File: src/rtl/sc_regread_arbiter.sv
// sc_regread_arbiter: arbitrates the general-register read mux between the MIR field and the scratchpad port
// MIR has fixed priority; the scratchpad wins once MIR has taken STARVE_LIMIT grants in a row while it waited.
// Optional macro SC_REGARB_LOCK_EN adds SC_REGARB_MIRLock_In, which holds MIR priority across microcode sequences.
module sc_regread_arbiter #(
    parameter int DATAWIDTH_SCRATCHPAD_DIRECTION = 5,
    parameter int DATAWIDTH_MIR_DIRECTION        = 6,
    parameter int STARVE_LIMIT                   = 4
) (
    input  logic                                      SC_REGARB_CLOCK_50,
    input  logic                                      SC_REGARB_RESET_InHigh,
    input  logic                                      SC_REGARB_MIRReq_In,
    input  logic [DATAWIDTH_MIR_DIRECTION-1:0]        SC_REGARB_MIRAddr_InBus,
    input  logic                                      SC_REGARB_SPReq_In,
    input  logic [DATAWIDTH_SCRATCHPAD_DIRECTION-1:0] SC_REGARB_SPAddr_InBus,
`ifdef SC_REGARB_LOCK_EN
    input  logic                                      SC_REGARB_MIRLock_In,
`endif
    output logic                                      SC_REGARB_MIRGrant_Out,
    output logic                                      SC_REGARB_SPGrant_Out,
    output logic                                      SC_REGARB_MuxSelect_Out,
    output logic [DATAWIDTH_MIR_DIRECTION-1:0]        SC_REGARB_MuxMIRSel_OutBus,
    output logic [DATAWIDTH_SCRATCHPAD_DIRECTION-1:0] SC_REGARB_MuxSPSel_OutBus,
    output logic                                      SC_REGARB_DataValid_Out,
    output logic                                      SC_REGARB_AddrErr_Out
);
    localparam logic [1:0] IDLE    = 2'd0;
    localparam logic [1:0] GNT_MIR = 2'd1;
    localparam logic [1:0] GNT_SP  = 2'd2;
    localparam logic [3:0] LIMIT   = 4'(STARVE_LIMIT);

    logic [1:0]                                state_q, state_d;
    logic [3:0]                                starve_q, starve_d;
    logic                                      sel_q, sel_d;
    logic                                      err_q, err_d;
    logic [DATAWIDTH_MIR_DIRECTION-1:0]        mir_sel_q, mir_sel_d;
    logic [DATAWIDTH_SCRATCHPAD_DIRECTION-1:0] sp_sel_q, sp_sel_d;
    logic                                      mir_win, sp_win, suppress;

`ifdef SC_REGARB_LOCK_EN
    logic lock_q, lock_d;
    // lock flag: armed by a MIR grant under lock, dropped as soon as the lock input falls
    always_comb lock_d = SC_REGARB_MIRLock_In & (lock_q | mir_win);
    // lock flag register
    always_ff @(posedge SC_REGARB_CLOCK_50 or posedge SC_REGARB_RESET_InHigh)
        if (SC_REGARB_RESET_InHigh) lock_q <= 1'b0;
        else lock_q <= lock_d;
    assign suppress = lock_q & SC_REGARB_MIRLock_In;
`else
    assign suppress = 1'b0;
`endif

    // arbitration decision and next-state values, evaluated from the live requests every edge
    always_comb begin
        sp_win    = SC_REGARB_SPReq_In & (~SC_REGARB_MIRReq_In | (starve_q == LIMIT && !suppress));
        mir_win   = SC_REGARB_MIRReq_In & ~sp_win;
        state_d   = mir_win ? GNT_MIR : sp_win ? GNT_SP : IDLE;
        starve_d  = (!SC_REGARB_SPReq_In || sp_win) ? 4'd0 :
                    (mir_win && starve_q != LIMIT) ? starve_q + 4'd1 : starve_q;
        sel_d     = mir_win ? 1'b1 : sp_win ? 1'b0 : sel_q;
        mir_sel_d = mir_win ? SC_REGARB_MIRAddr_InBus : mir_sel_q;
        sp_sel_d  = sp_win ? SC_REGARB_SPAddr_InBus : sp_sel_q;
        err_d     = mir_win ? |SC_REGARB_MIRAddr_InBus[DATAWIDTH_MIR_DIRECTION-1:4] :
                    sp_win  ? |SC_REGARB_SPAddr_InBus[DATAWIDTH_SCRATCHPAD_DIRECTION-1:4] : 1'b0;
    end

    // state, starve counter and registered mux controls
    always_ff @(posedge SC_REGARB_CLOCK_50 or posedge SC_REGARB_RESET_InHigh) begin
        if (SC_REGARB_RESET_InHigh) begin
            state_q   <= IDLE;
            starve_q  <= 4'd0;
            sel_q     <= 1'b0;
            err_q     <= 1'b0;
            mir_sel_q <= '0;
            sp_sel_q  <= '0;
        end else begin
            state_q   <= state_d;
            starve_q  <= starve_d;
            sel_q     <= sel_d;
            err_q     <= err_d;
            mir_sel_q <= mir_sel_d;
            sp_sel_q  <= sp_sel_d;
        end
    end

    assign SC_REGARB_MIRGrant_Out     = state_q == GNT_MIR;
    assign SC_REGARB_SPGrant_Out      = state_q == GNT_SP;
    assign SC_REGARB_DataValid_Out    = state_q != IDLE;
    assign SC_REGARB_MuxSelect_Out    = sel_q;
    assign SC_REGARB_MuxMIRSel_OutBus = mir_sel_q;
    assign SC_REGARB_MuxSPSel_OutBus  = sp_sel_q;
    assign SC_REGARB_AddrErr_Out      = err_q;
endmodule

File: config.mk
export PLATFORM = sky130hd
export DESIGN_NAME = sc_regread_arbiter
export DESIGN_NICKNAME = d
export VERILOG_FILES = /design/src/rtl/sc_regread_arbiter.sv
export SDC_FILE = /design/constraint.sdc
export NUM_CORES = 1
export LEC_CHECK = 0
export ABC_CLOCK_PERIOD_IN_PS = 1400
export BUFFER_PORTS_ARGS = -buffer_cell sky130_fd_sc_hd__buf_2
export CAP_MARGIN = 20
export CORE_UTILIZATION = 41
export DETAILED_ROUTE_END_ITERATION = 10
export PLACE_DENSITY = 0.84
export SYNTH_ARGS = -nofsm -noshare
export SYNTH_HDL_FRONTEND = slang
export SYNTH_SLANG_ARGS = --single-unit
export TNS_END_PERCENT = 100
File: constraint.sdc
create_clock -name SC_REGARB_CLOCK_50 -period 1.4 [get_ports SC_REGARB_CLOCK_50]
set_clock_uncertainty 0.1 [all_clocks]
set_input_delay 0.21 -clock SC_REGARB_CLOCK_50 [delete_from_list [all_inputs] [get_ports SC_REGARB_CLOCK_50]]
set_output_delay 0.21 -clock SC_REGARB_CLOCK_50 [all_outputs]
set_load 0.01 [all_outputs]
-- Yosys cells after proc, flatten, opt, wreduce, memory -nomap -nowiden
Cells that the tools add are included.
- add/sub/neg operators: 1
- $mul: 0
- div/mod/pow operators: 0
- magnitude comparators: 0
- equality and inequality tests: 4
- shift operators: 0
- multiplexer cells: 8
- bitwise gates (word level): 5
- reduce and logical (&&, ||, !) cells: 7
- operators by type and width (cell ; count):
    4-bit 2-to-1 mux ; 2
    2-bit nonzero test ; 3
    4-bit by 1-bit adder with 4-bit output, second input constant ; 1
    4-bit by 3-bit == test with 1-bit output, second input constant ; 1
    1-bit 2-to-1 mux ; 4
    2-bit 2-to-1 mux ; 2
    4-bit by 3-bit inequality test with 1-bit output, second input constant ; 1
    1-bit bitwise AND ; 2
    2-bit by 1-bit == test with 1-bit output, second input constant ; 1
    2-bit == test, second input constant ; 1
    1-bit NOT ; 2
    2-bit OR reduction ; 1
    1-bit logical AND ; 1
    1-bit zero test ; 1
    1-bit logical OR ; 1
    1-bit OR ; 1
- register bits after elaboration: 19
- latch bits: 0
- memory bits (writable): 0
- ROM bits: 0
- output and inout bits: 16
- word-level logic and storage cells: 31
- memories: 0

-- Longest topological paths before layout
- word-level depth: 8
- gate-level depth with buffers: 5

-- Worst setup path after synthesis
Ideal clock, no wire load.
- path kind: register -> register
- start point: register starve_q[0]
- end point: register sp_sel_q[0], in the netlist SC_REGARB_MuxSPSel_OutBus[0]
- arrival time: 1.327 ns
- path slack: -0.152 ns
- stages on the path, launching flop included: 6
- clock period less this slack: 1.552 ns
- cells stage by stage: dfrtp_1 > inv_1 > ha_1 > nand3b_4 > a21oi_4 > mux2_2
- cells in the longest elaborated chain, start to end: 3
- ends and longest elaborated chain (item ; RTL line ; source):
    from (decl) ; 32 ; logic [3:0] starve_q, starve_d;
    from (signal assigned) ; 77 ; starve_q <= starve_d;
    4-bit by 3-bit == test with 1-bit output ; 54 ; sp_win = SC_REGARB_SPReq_In & (~SC_REGARB_MIRReq_In | (starve_q == LIMIT && !suppress));
    1-bit OR ; 54 ;
    1-bit bitwise AND ; 54 ;
    to (signal assigned) ; 81 ; sp_sel_q <= sp_sel_d;
    to (decl) ; 36 ; logic [DATAWIDTH_SCRATCHPAD_DIRECTION-1:0] sp_sel_q, sp_sel_d;
No other way between the ends.
A chain may end at the register's enable or synchronous reset.

-- Final worst setup path
- start point: register starve_q[1]
- end point: register mir_sel_q[2], in the netlist SC_REGARB_MuxMIRSel_OutBus[2]
- cells in the longest elaborated chain, start to end: 5
- ends and longest elaborated chain (item ; RTL line ; source):
    4-bit by 3-bit == test with 1-bit output ; 54 ;
    1-bit OR ; 54 ;
    1-bit bitwise AND ; 54 ;
    1-bit NOT ; 55 ; mir_win = SC_REGARB_MIRReq_In & ~sp_win;
    1-bit bitwise AND ; 55 ;
    to (signal assigned) ; 80 ; mir_sel_q <= mir_sel_d;
    to (decl) ; 35 ; logic [DATAWIDTH_MIR_DIRECTION-1:0] mir_sel_q, mir_sel_d;
No other way between the ends.

==> impl_metrics.tcl <==
set metrics [dict create \
    internal_power_mw 0.848 \
    cts_tree "done" \
    grt_pass1_wl_um 2410 \
    drv_slew 0 \
    grt_remaining_overflow 0 \
    worstMarginPinSlew_ps 238 \
    run_status "complete, but fails checks" \
    cts-root-buf "clkbuf_4" \
    nNetsFinal 123 \
    first_global_vias 574 \
    cts_sinks 19 \
    synth_fa_ha_area_share_pct 3.17 \
    syn-num-nets 74 \
    finalWirelength_um 1510 \
    pwr-share-clk_pct 23.5 \
    hp-class "in -> reg" \
    p_seq_share_pct 54.7 \
    crit_fanout 7 \
    io_pins 31 \
    swShare_pct 25.4 \
    placed_cell_area_um2 1010 \
    violations "negative setup slack" \
    synthXorXnorAreaFrac_pct 2.22 \
    drive_gt1_share_pct 60.0 \
    drc 0 \
    worst_slack_ps -161 \
    area_delta_synth_final_pct 49.4 \
    final_cell_mix "buf_2 (29), dfrtp_1 (19), mux2_4 (11), buf_4 (10), inv_1 (8)" \
    fp-row-count 15 \
    final-hold-violation-count 0 \
    combPwrFrac_pct 21.8 \
    synth_top_family_by_area "multiplexers" \
    antenna_found_initial 0 \
    die_x_um 45.8 \
    p_sw_mw 0.289 \
    synth_mux_area_share_pct 17.0 \
    synth_area_per_cell_um2 13.8 \
    grt.total_usage_pct 16.3 \
    via_per_inst 4.45 \
    n_antenna_cell 0 \
    coreArea_um2 1760 \
    dr.first_iter.drc_count 3 \
    dp_hpwl_um 1030 \
    cts_buffer_depth 2 \
    num_vias 579 \
    seq_area_um2 475 \
    finalCritPeriodShare_pct 112 \
    synth-seq-cells 19 \
    setup_viol 13 \
    cp.arrival_ps 1640 \
    start_util_pct 44.7 \
    pwr_density_cell_nw_per_um2 966 \
    grt_max_degree 20 \
    path_class "reg -> reg" \
    syn_area_um2 788 \
    port_buffers 30 \
    chipHeight_um 45.8 \
    die-area_um2 2100 \
    period_needed_ps 1560 \
    multi_input_area_um2 329 \
    required_ps 1480 \
    wire_per_inst_um 11.6 \
    ys_seq_area_share_pct 60.3 \
    yosys.area_share.simple_pct 8.10 \
    finish.utilization_pct 66.7 \
    dr.pass1.iters 2 \
    ant_nets 0 \
    relSlewSlack_pct 84.1 \
    gp_congestion 0.620 \
    startpoint_type "flip-flop" \
    numCtsBuffers 3 \
    nFillCells 139 \
    clkSlewWorstSetupHoldPaths_ps 110 \
    fin_area_um2 1180 \
    htreeDepth 1 \
    worst_skew_pair.late_latency_ps 290 \
    p_total_mw 1.14 \
    pre_cts_ws_ps -199 \
    cp-end-kind "flip-flop" \
    peakVddDrop_uv 888 \
    synth_compound_area_share_pct 5.40 \
    p_leak_nw 0.629 \
    final_common_cell "buf_2" \
    synthCells 57 \
    maxCapViolations 0 \
    rsz0062_at_grt "true" \
    synth.distinct_cells 15 \
    ys_warn_count 0 \
    fmax_ghz 0.640 \
]
## per-stage QoR
stage / hold slack, ps / TNS [ps] / std cells
CTS: 27.8 / -2110 / 128
global route: 38.2 / -2670 / 130
global placement: 135 / -1710 / 117
floorplan: 61.1 / -1360 / 57
finish: 41.8 / -1800 / 130
detailed placement: 145 / -2070 / 117
## worst max-delay path, stage by stage (launching register included)
cell      delay, ps
dfrtp_1         390
inv_1            60
ha_2            180
nand3b_4        110
o21ai_4         160
buf_12          150
mux2_4          300
## what timing repair did
action	CTS	global route
cloned	0	0
pin swaps	2	2
resized for setup	12	4
endpoints found under the setup margin	14	15
buffers inserted	6	2
hold buffers	1	0
endpoints found under the hold margin	19	0
## cells in the mapped netlist
cell	count	area (µm²)
dfrtp_1	19	475
mux2_2	11	124
inv_1	8	30.0
nor2_1	4	15.0
ha_1	2	25.0
nand3_1	2	10.0
nor2b_1	2	12.5
o21ai_0	2	10.0
a21oi_4	1	16.3
mux2i_1	1	10.0
nand3b_4	1	20.0
o21ai_4	1	16.3
or2_2	1	6.26
xnor2_1	1	8.76
xor2_1	1	8.76
## final cells by class
class                   count  share of cell area [%]
clock inverters             1                   0.425
inverters                   8                    2.55
flip-flops and latches     19                    40.4
clock buffers               3                    1.91
well taps                  25                    2.66
repair buffers             44                    24.1
multi-input cells          30                    27.9
## cell families (layout without fill, tap and decap cells)
group | Yosys count | after routing
adders and majority gates | 2 | 2
AOI/OAI and AO/OA | 4 | 4
DFF | 19 | 19
muxes | 12 | 12
buffers and inverters | 8 | 56
xor gates and xnor gates | 2 | 2
and+or+nand+nor | 10 | 10
## flip-flops by register name (all words and copies together) (netlist names)
| signal | count |
|---|---|
| SC_REGARB_MuxMIRSel_OutBus | 6 |
| SC_REGARB_MuxSPSel_OutBus | 5 |
| starve_q | 4 |
| state_q | 2 |
| SC_REGARB_AddrErr_Out | 1 |
| SC_REGARB_MuxSelect_Out | 1 |
## power by group through the flow
stage | Clock, mW | Combinational (mW) | Sequential (mW)
floorplan | 0 | 0.0793 | 0.652
detailed placement | 0 | 0.192 | 0.630
global route | 0.293 | 0.272 | 0.629
finish | 0.267 | 0.248 | 0.621
global placement | 0 | 0.187 | 0.628
CTS | 0.280 | 0.240 | 0.621
## path summary, 6_finish.rpt
kind                            slack, ps                                       from                                         to  depth (start not counted)
max in group asynchronous             630                     SC_REGARB_RESET_InHigh                    starve_q[2]$_DFFE_PP0P_                          4
worst max register to register       -160                    starve_q[1]$_DFFE_PP0P_  SC_REGARB_MuxMIRSel_OutBus[2]$_DFFE_PP0P_                          6
worst min-delay path                   40                  SC_REGARB_SPAddr_InBus[1]   SC_REGARB_MuxSPSel_OutBus[1]$_DFFE_PP0P_                          2
worst min register to register        420  SC_REGARB_MuxMIRSel_OutBus[5]$_DFFE_PP0P_  SC_REGARB_MuxMIRSel_OutBus[5]$_DFFE_PP0P_                          1
min in group asynchronous             360                     SC_REGARB_RESET_InHigh   SC_REGARB_MuxSPSel_OutBus[1]$_DFFE_PP0P_                          4
worst max-delay path                 -160                    starve_q[1]$_DFFE_PP0P_  SC_REGARB_MuxMIRSel_OutBus[2]$_DFFE_PP0P_                          6
## metal layers
layer / track usage, % / part of all wire [%] / up-vias / wire (µm)
li1: - / - / 280 / -
met1: 20.8 / 44 / 284 / 669
met2: 27.3 / 51 / 13 / 766
met3: 3.57 / 3.2 / 2 / 49
met4: 5.29 / 1.7 / 0 / 25
met5: 0 / 0 / - / 0
Power figures use the tool's default switching activity.
